--- config.mk ---
export PLATFORM = sky130hd
export DESIGN_NAME = plot_scheduler
export DESIGN_NICKNAME = d
export VERILOG_FILES = /design/src/rtl/plot_sched_pkg.sv /design/src/rtl/plot_scheduler_raster_counter.sv /design/src/rtl/plot_scheduler.sv
export SDC_FILE = /design/constraint.sdc
export NUM_CORES = 1
export LEC_CHECK = 0
export CORE_ASPECT_RATIO = 0.9
export CORE_UTILIZATION = 44
export DETAILED_ROUTE_END_ITERATION = 6
export GPL_ROUTABILITY_DRIVEN = 0
export GPL_TIMING_DRIVEN = 0
export PLACE_DENSITY = 0.85
export SYNTH_ARGS = -nofsm -noshare
export SYNTH_HDL_FRONTEND = slang
export SYNTH_SLANG_ARGS = --single-unit
--- constraint.sdc ---
create_clock -name Clock -period 2.9 [get_ports Clock]
set_input_delay 0.725 -clock Clock [delete_from_list [all_inputs] [get_ports Clock]]
set_output_delay 0.725 -clock Clock [all_outputs]
set_load 0.02 [all_outputs]
--- src/rtl/plot_sched_pkg.sv ---
// Shared types and screen/sprite geometry defaults for the plot scheduler.
package plot_sched_pkg;
    localparam int SCR_W_DEF   = 160;
    localparam int SCR_H_DEF   = 120;
    localparam int SPR_DIM_DEF = 8;

    typedef logic [2:0] colour_t;

    typedef enum logic [2:0] {IDLE, BG, SEL, SPR, DONE} state_t;
endpackage

--- src/rtl/plot_scheduler_raster_counter.sv ---
// Row-major x/y scan counter: x runs fastest, both wrap to 0 after the last pixel.
module raster_counter #(
    parameter int W = 8,
    parameter int H = 8,
    localparam int XW = (W > 1) ? $clog2(W) : 1,
    localparam int YW = (H > 1) ? $clog2(H) : 1
) (
    input  logic          Clock,
    input  logic          Resetn,
    input  logic          en,
    output logic [XW-1:0] x,
    output logic [YW-1:0] y,
    output logic          last
);
    localparam logic [XW-1:0] XMAX = XW'(W - 1);
    localparam logic [YW-1:0] YMAX = YW'(H - 1);

    assign last = (x == XMAX) && (y == YMAX);

    always_ff @(posedge Clock) begin
        if (!Resetn) begin
            x <= '0;
            y <= '0;
        end else if (en) begin
            if (x == XMAX) begin
                x <= '0;
                y <= (y == YMAX) ? '0 : y + 1'b1;
            end else begin
                x <= x + 1'b1;
            end
        end
    end
endmodule

--- src/rtl/plot_scheduler.sv ---
// Frame sequencer for the VGA write port: full background repaint, then prioritised sprite overlay.
// Build option PLOT_SCHED_TRANSP_EN: sprite pixels equal to TRANSP are not plotted.
module plot_scheduler
    import plot_sched_pkg::*;
#(
    parameter int      NSPR    = 3,
    parameter int      SCR_W   = SCR_W_DEF,
    parameter int      SCR_H   = SCR_H_DEF,
    parameter int      SPR_DIM = SPR_DIM_DEF,
    parameter colour_t TRANSP  = 3'b000
) (
    input  logic              Clock,
    input  logic              Resetn,
    input  logic              frame_tick,
    output logic [14:0]       bg_addr,
    input  colour_t           bg_colour,
    input  logic [NSPR-1:0]   spr_req,
    input  logic [NSPR*8-1:0] spr_x,
    input  logic [NSPR*7-1:0] spr_y,
    output logic [NSPR-1:0]   spr_gnt,
    output logic [5:0]        spr_addr,
    input  colour_t           spr_colour,
    output logic [7:0]        oX,
    output logic [6:0]        oY,
    output colour_t           oColour,
    output logic              plot,
    output logic              busy,
    output logic              done
);
    localparam int BXW = $clog2(SCR_W);
    localparam int BYW = $clog2(SCR_H);
    localparam int SW  = (SPR_DIM > 1) ? $clog2(SPR_DIM) : 1;
`ifdef PLOT_SCHED_TRANSP_EN
    localparam bit TRANSP_ON = 1'b1;
`else
    localparam bit TRANSP_ON = 1'b0;
`endif

    state_t            state, state_nx;
    logic              pending;
    logic [NSPR-1:0]   served, cur_gnt;
    logic [7:0]        x0;
    logic [6:0]        y0;
    logic              plot_q, src_spr;
    logic [BXW-1:0]    bg_x;
    logic [BYW-1:0]    bg_y;
    logic              bg_last;
    logic [SW-1:0]     spr_col, spr_row;
    logic              spr_last;
    logic              pick_found;
    logic [NSPR-1:0]   pick_oh;
    logic [7:0]        pick_x;
    logic [6:0]        pick_y;
    logic [8:0]        sum_x;
    logic [7:0]        sum_y;
    logic              in_bounds;

    raster_counter #(.W(SCR_W), .H(SCR_H)) u_bg_scan (
        .Clock(Clock), .Resetn(Resetn), .en(state == BG),
        .x(bg_x), .y(bg_y), .last(bg_last)
    );

    raster_counter #(.W(SPR_DIM), .H(SPR_DIM)) u_spr_scan (
        .Clock(Clock), .Resetn(Resetn), .en(state == SPR),
        .x(spr_col), .y(spr_row), .last(spr_last)
    );

    assign bg_addr  = 15'(bg_y) * 15'(SCR_W) + 15'(bg_x);
    assign spr_addr = 6'(spr_row) * 6'(SPR_DIM) + 6'(spr_col);

    // One bit of headroom so off-screen sprite pixels clip instead of wrapping.
    assign sum_x     = {1'b0, x0} + 9'(spr_col);
    assign sum_y     = {1'b0, y0} + 8'(spr_row);
    assign in_bounds = (sum_x < 9'(SCR_W)) && (sum_y < 8'(SCR_H));

    // Descending scan so the lowest pending index wins.
    always_comb begin
        pick_found = 1'b0;
        pick_oh    = '0;
        pick_x     = '0;
        pick_y     = '0;
        for (int i = NSPR - 1; i >= 0; i--) begin
            if (spr_req[i] && !served[i]) begin
                pick_found = 1'b1;
                pick_oh    = NSPR'(1) << i;
                pick_x     = spr_x[8*i +: 8];
                pick_y     = spr_y[7*i +: 7];
            end
        end
    end

    always_ff @(posedge Clock) begin
        if (!Resetn) state <= IDLE;
        else         state <= state_nx;
    end

    always_comb begin
        state_nx = state;
        case (state)
            IDLE: if (frame_tick || pending) state_nx = BG;
            BG:   if (bg_last) state_nx = SEL;
            SEL:  state_nx = pick_found ? SPR : DONE;
            SPR:  if (spr_last) state_nx = SEL;
            DONE: state_nx = IDLE;
            default: state_nx = IDLE;
        endcase
    end

    always_ff @(posedge Clock) begin
        if (!Resetn) begin
            pending <= 1'b0;
            served  <= '0;
            cur_gnt <= '0;
            x0      <= '0;
            y0      <= '0;
            plot_q  <= 1'b0;
            src_spr <= 1'b0;
            oX      <= '0;
            oY      <= '0;
            done    <= 1'b0;
        end else begin
            done <= (state == DONE);
            if (state == IDLE)   pending <= 1'b0;
            else if (frame_tick) pending <= 1'b1;
            if (state == SEL && pick_found) begin
                cur_gnt <= pick_oh;
                x0      <= pick_x;
                y0      <= pick_y;
            end
            if (state == SPR && spr_last) served <= served | cur_gnt;
            else if (state == DONE)       served <= '0;
            // Write side trails the address by one cycle to meet the ROM data.
            plot_q  <= (state == BG) || (state == SPR && in_bounds);
            src_spr <= (state == SPR);
            oX      <= (state == SPR) ? sum_x[7:0] : 8'(bg_x);
            oY      <= (state == SPR) ? sum_y[6:0] : 7'(bg_y);
        end
    end

    // Grant stays up through the ROM data cycle following SPR.
    assign spr_gnt = (state == SPR || src_spr) ? cur_gnt : '0;
    assign busy    = (state != IDLE);
    assign plot    = plot_q && !(TRANSP_ON && src_spr && (spr_colour == TRANSP));
    assign oColour = plot ? (src_spr ? spr_colour : bg_colour) : 3'b000;
endmodule

# Word level (Yosys, flattened, before mapping)
# Cells that the tools add are included.
# totals
output_inout_bits,45
word_cells,89
input_bits,57
register_bits,64
# op_classes
magnitude_cmp,2
mul,1
n_mux,28
n_eq_ne,11
bitwise_logic,2
reduce_logical,22
add_sub_neg,8
# op_table
operator,count
$mux W3,14
$mux W8,5
$mux W7,5
$add A15 B8 Y15,1
$pmux W3 S4,1
$mul A7 B3 Y10 const B,1
$add A8 B3 Y9,1
$eq A3 B3 Y1 const B,3
$logic_and A1 B1 Y1,9
$lt A9 B8 Y1 const B,1
$add A7 B3 Y8,1
$add A8 B1 Y8 const B,1
$eq A8 B8 Y1 const B,1
$lt A8 B7 Y1 const B,1
$add A7 B1 Y7 const B,1
$eq A7 B7 Y1 const B,1
$add A3 B1 Y3 const B,2
$add A6 B3 Y6,1
$eq A3 B2 Y1 const B,2
$ne A2 B2 Y1 const B,3
$reduce_and A2 Y1,2
$eq A3 B1 Y1 const B,1
$logic_not A1 Y1,3
$logic_not A3 Y1,1
other kinds (8),12

# Longest topological paths before layout
# depth
ltp_word,7
mapped_depth,8
ltp_nobuf,8

# Modules after synthesis
# From an unflattened synthesis, not the netlist that was laid out.
# unflattened
hier_cells,418
hier_area_um2,3767.4
# modules_own_cells
mod,n_inst,area_each_um2,cells_each
plot_scheduler,1,2723.9,303
raster_counter (u_bg_scan),1,729.4,86
raster_counter (u_spr_scan),1,314.1,29

# Worst setup path after synthesis
# OpenSTA, ideal clock, no wires.
# synth_timing
path_type,reg2out
startpoint,register u_bg_scan.y[3]
endpoint,output bg_addr[14]
arrival_time_ps,2468
setup_slack_ps,-293
path_stages_with_launch,9
required_time_ps,2175
path_cell_list,dfxtp_1 ha_1 ha_1 fa_1 a21o_1 a21oi_1 xnor2_1 a22oi_1 o21ai_0
# synth_via
elab_chain_cells,2
# synth_rtl
element,line,rtl
"start, declared",plot_scheduler_raster_counter.sv:12,"output logic [YW-1:0] y,"
"start signal, assigned",plot_scheduler_raster_counter.sv:27,y <= (y == YMAX) ? '0 : y + 1'b1;
$mul A7 B3 Y10,plot_scheduler.sv:68,assign bg_addr = 15'(bg_y) * 15'(SCR_W) + 15'(bg_x);
$add A15 B8 Y15,plot_scheduler.sv:68,
"end, declared",plot_scheduler.sv:15,"output logic [14:0] bg_addr,"
# Every way passes these cells.

# Worst setup path in the final report
# layout_timing
startpoint,register u_bg_scan.y[1]
endpoint,output bg_addr[13]
# The elaborated chain is that of the path after synthesis.

==> summary.txt <==
DRC: 0
Die Area: 8533 um^2
starting density of the core: 46.47%
Hold WS: 0.5068 ns
FF+latch count, synth: 64
area delta synth->final: 43.91%
mean post-synth cell area: 8.807 um^2
failing checks: negative setup slack
Cell Rows: 30
Setup WS pre-CTS: -0.7049 ns
Mapped Nets: 494
number of global-route vias before repair: 3457
htree depth: 3
reg-to-reg setup timing slack: 0.61 ns
power per cell area: 435.4 nW/um^2
Antenna Nets Post-Route: 0
Peak Freq: 304.9 MHz
fin worst setup slack: -0.3800 ns
Worst EP arrival: 2.56 ns
nets@finish: 614
Mapped Cells: 408
WP data required: 2.17 ns
Setup crit start kind: register
leakage: 2.077 nW
unrepaired setup endpoints after global routing: yes
total global routing track utilization: 23.69%
Hold Vio Cnt, Final: 0
Die Wd: 97.26 um
first-pass GRT wire length: 16.02 mm
final period utilization: 113.1%
max-slew violations: 0
Worst-Skew Late Latency: 0.35 ns
worst-path maximum fanout: 3
Vias: 3506
initial antenna violation count: 0
min Tclk post-route: 3.280 ns
most used cell, CP: ha_4
CTS sink cnt: 64
max_slew headroom: 59.59%
CTS Buffer Depth: 2
yosys warns: 0
Crit. End Element: primary output
core area: 7732 um^2
Worst Setup Path Type: reg2out
I/O Buffers: 101
layout cells sized above 1: 13.72%
largest net degree at the start of global routing: 11
vias per cell: 5.583
Final Util: 66.88%
WL final: 9.749 mm
clk_skew: 0.01034 ns
Starting DRT DRC Count: 241
hold buffer count at CTS: 0
gr ovfl total: 0
dpl hpwl: 7.259 mm
fillers: 611
Peak VDD IR: 0.3181 mV
maxcap violations: 0
root buffer cell: clkbuf_8
wire per inst: 15.52 um
Tightest Pin Transition: 0.6061 ns
drt pass-1 iters: 5
distinct cell type count after synthesis: 49
status: finished with violations
HP Class: reg2reg
Cell Chain, Critical Path: ha_4 -> ha_4 -> fa_2 -> a21o_1 -> a21oi_4 -> xnor2_2 -> nand3_1 -> xor3_2 -> buf_2
CTS tree: done
Mapped Area: 3593 um^2
CTS Buf Count: 9
Top Ports: 102
Inserted Diodes: 0
Setup Viol. Count Final: 5
worst stage delay on the critical path: 0.37 ns
Crit-path slowest cell: fa_2
die outline height: 87.74 um
Worst-path clk slew: 0.06 ns
register area share after synthesis: 35.65%
[synth_stat cells, drive strengths merged]
cell     instances  area (um^2)
dfxtp           64         1281
nor2            55        206.5
nand2           31        116.4
ha              25        312.8
a211oi          23        172.7
a21oi           22        110.1
xnor2           20        175.2
inv             16        60.05
a222oi          15        150.1
buf             14        83.83
nor2b           14        87.58
xor2            12        105.1
clkbuf          11        41.29
nand3           11        55.05
o21ai           10        50.04
a22oi            7        52.55
a21o             6        45.04
and3             6        42.54
nor3b            6        66.31
nor3             5        25.02
fa               4        80.08
mux2i            4        40.04
nand4            4        25.02
and2b            2        15.01
and3b            2        17.52
nand2b           2        12.51
o2111ai          2        17.52
a311oi           1        8.760
a31oi            1        6.260
and2             1        6.260
and4             1        8.760
nand4b           1        8.760
nand4bb          1        11.26
nor4bb           1        10.01
o211ai           1        7.510
o21a             1        7.510
o21bai           1        7.510
o311a            1        10.01
o31ai            1        7.510
o41ai            1        16.27
or3              1        6.260
xor3             1        23.77
[layout make-up]
cell class	instances	area [um^2]	share of cell area (%)
buffer	25	128.9	2.492
clock buffer	12	145.1	2.807
clock inverter	3	90.09	1.742
inverter	16	60.06	1.161
multi-input combinational	303	2273	43.96
sequential	64	1301	25.16
tap	96	120.1	2.323
timing repair buffer	109	1052	20.35
[per-layer routing]
layer  vias to the layer above  track usage, %  share of wire, %
li1                       1694               -                 -
met3                        24           6.385               6.9
met2                       162           42.64                49
met5                         -               0                 0
met4                         0           8.957               2.0
met1                      1626           27.32                42
[state kept, by name, indices dropped and copies added, names as in the netlist]
| name | flops |
|---|---|
| oX | 8 |
| u_bg_scan.x | 8 |
| x0 | 8 |
| oY | 7 |
| u_bg_scan.y | 7 |
| y0 | 7 |
| cur_gnt | 3 |
| served | 3 |
| state | 3 |
| u_spr_scan.x | 3 |
| u_spr_scan.y | 3 |
| done | 1 |
| pending | 1 |
| plot | 1 |
| src_spr | 1 |
[timing repair]
item	4_1_cts	5_1_grt
setup buffers	6	3
cloned	0	0
setup endpoints to repair	11	8
pin swaps	7	6
gates resized for setup	54	14
[cell families after synthesis]
group | after synthesis | share of synthesized area, %
AOI/OAI and AO/OA | 93 | 18.63
xor gates and xnor gates | 33 | 8.461
adders and majority gates | 29 | 10.93
buffers and inverters | 41 | 5.153
DFF | 64 | 35.65
muxes | 4 | 1.114
and+or+nand+nor | 144 | 20.06
[cells in the final DEF, fill, tap and decap left out, types with 3 or more instances in the layout]
| master | netlist | routed |
|---|---|---|
| clkdlybuf4s50_1 | 0 | 90 |
| dfxtp_1 | 64 | 58 |
| nor2_1 | 55 | 54 |
| nand2_1 | 31 | 29 |
| a211oi_1 | 23 | 23 |
| a21oi_1 | 22 | 19 |
| buf_4 | 7 | 19 |
| ha_1 | 25 | 19 |
| xnor2_1 | 20 | 17 |
| inv_1 | 15 | 15 |
| a222oi_1 | 15 | 15 |
| nor2b_1 | 14 | 13 |
| clkbuf_1 | 11 | 13 |
| nand3_1 | 11 | 11 |
| xor2_1 | 12 | 11 |
| clkbuf_8 | 0 | 10 |
| a22oi_1 | 7 | 7 |
| a21o_1 | 6 | 6 |
| o21ai_0 | 7 | 5 |
| nor3_1 | 5 | 5 |
| buf_2 | 4 | 5 |
| and3_1 | 5 | 5 |
| dfxtp_4 | 0 | 5 |
| o21ai_1 | 3 | 4 |
| mux2i_1 | 4 | 4 |
| nand4_1 | 4 | 4 |
| ha_4 | 0 | 4 |
| dlygate4sd2_1 | 0 | 4 |
| xnor2_2 | 0 | 3 |
| fa_1 | 4 | 3 |
| bufinv_16 | 0 | 3 |
[worst paths after layout]
kind / from / to / depth (start not counted)
max: u_bg_scan.y[1] / bg_addr[13] / 9
min: u_spr_scan.x[2] / u_spr_scan.x[2] / 2
max reg2reg: u_spr_scan.y[0] / plot / 8
min reg2reg: u_spr_scan.x[2] / u_spr_scan.x[2] / 2
[per-stage QoR]
stage               setup TNS, ns  total power [W]  area (um^2)  std cells
floorplan                       0         0.001180         3620        408
global placement           -2.342         0.001346         4751        605
detailed placement         -2.676         0.001358         4751        605
CTS                       -0.9906         0.002257         5120        626
global route               -1.524         0.002339         5171        628
finish                     -1.171         0.002252         5171        628
[power by group]
group	switching, W	internal [W]	total, W
clock	0.000323	0.000591	0.000914
sequential	0.0000473	0.000917	0.000965
combinational	0.000178	0.000196	0.000373
total	0.000548	0.00170	0.00225
[worst max-delay path: cells and delay by family, from the launching register on]
kind | cells | cell delay [ns]
adder cells (fa/ha/maj) | 3 | 0.77
XOR/XNOR | 2 | 0.40
AO/OA/AOI/OAI | 2 | 0.37
flip-flops | 1 | 0.36
buffers and inverters | 1 | 0.17
AND/OR/NAND/NOR | 1 | 0.14
Power figures use the tool's default switching activity.
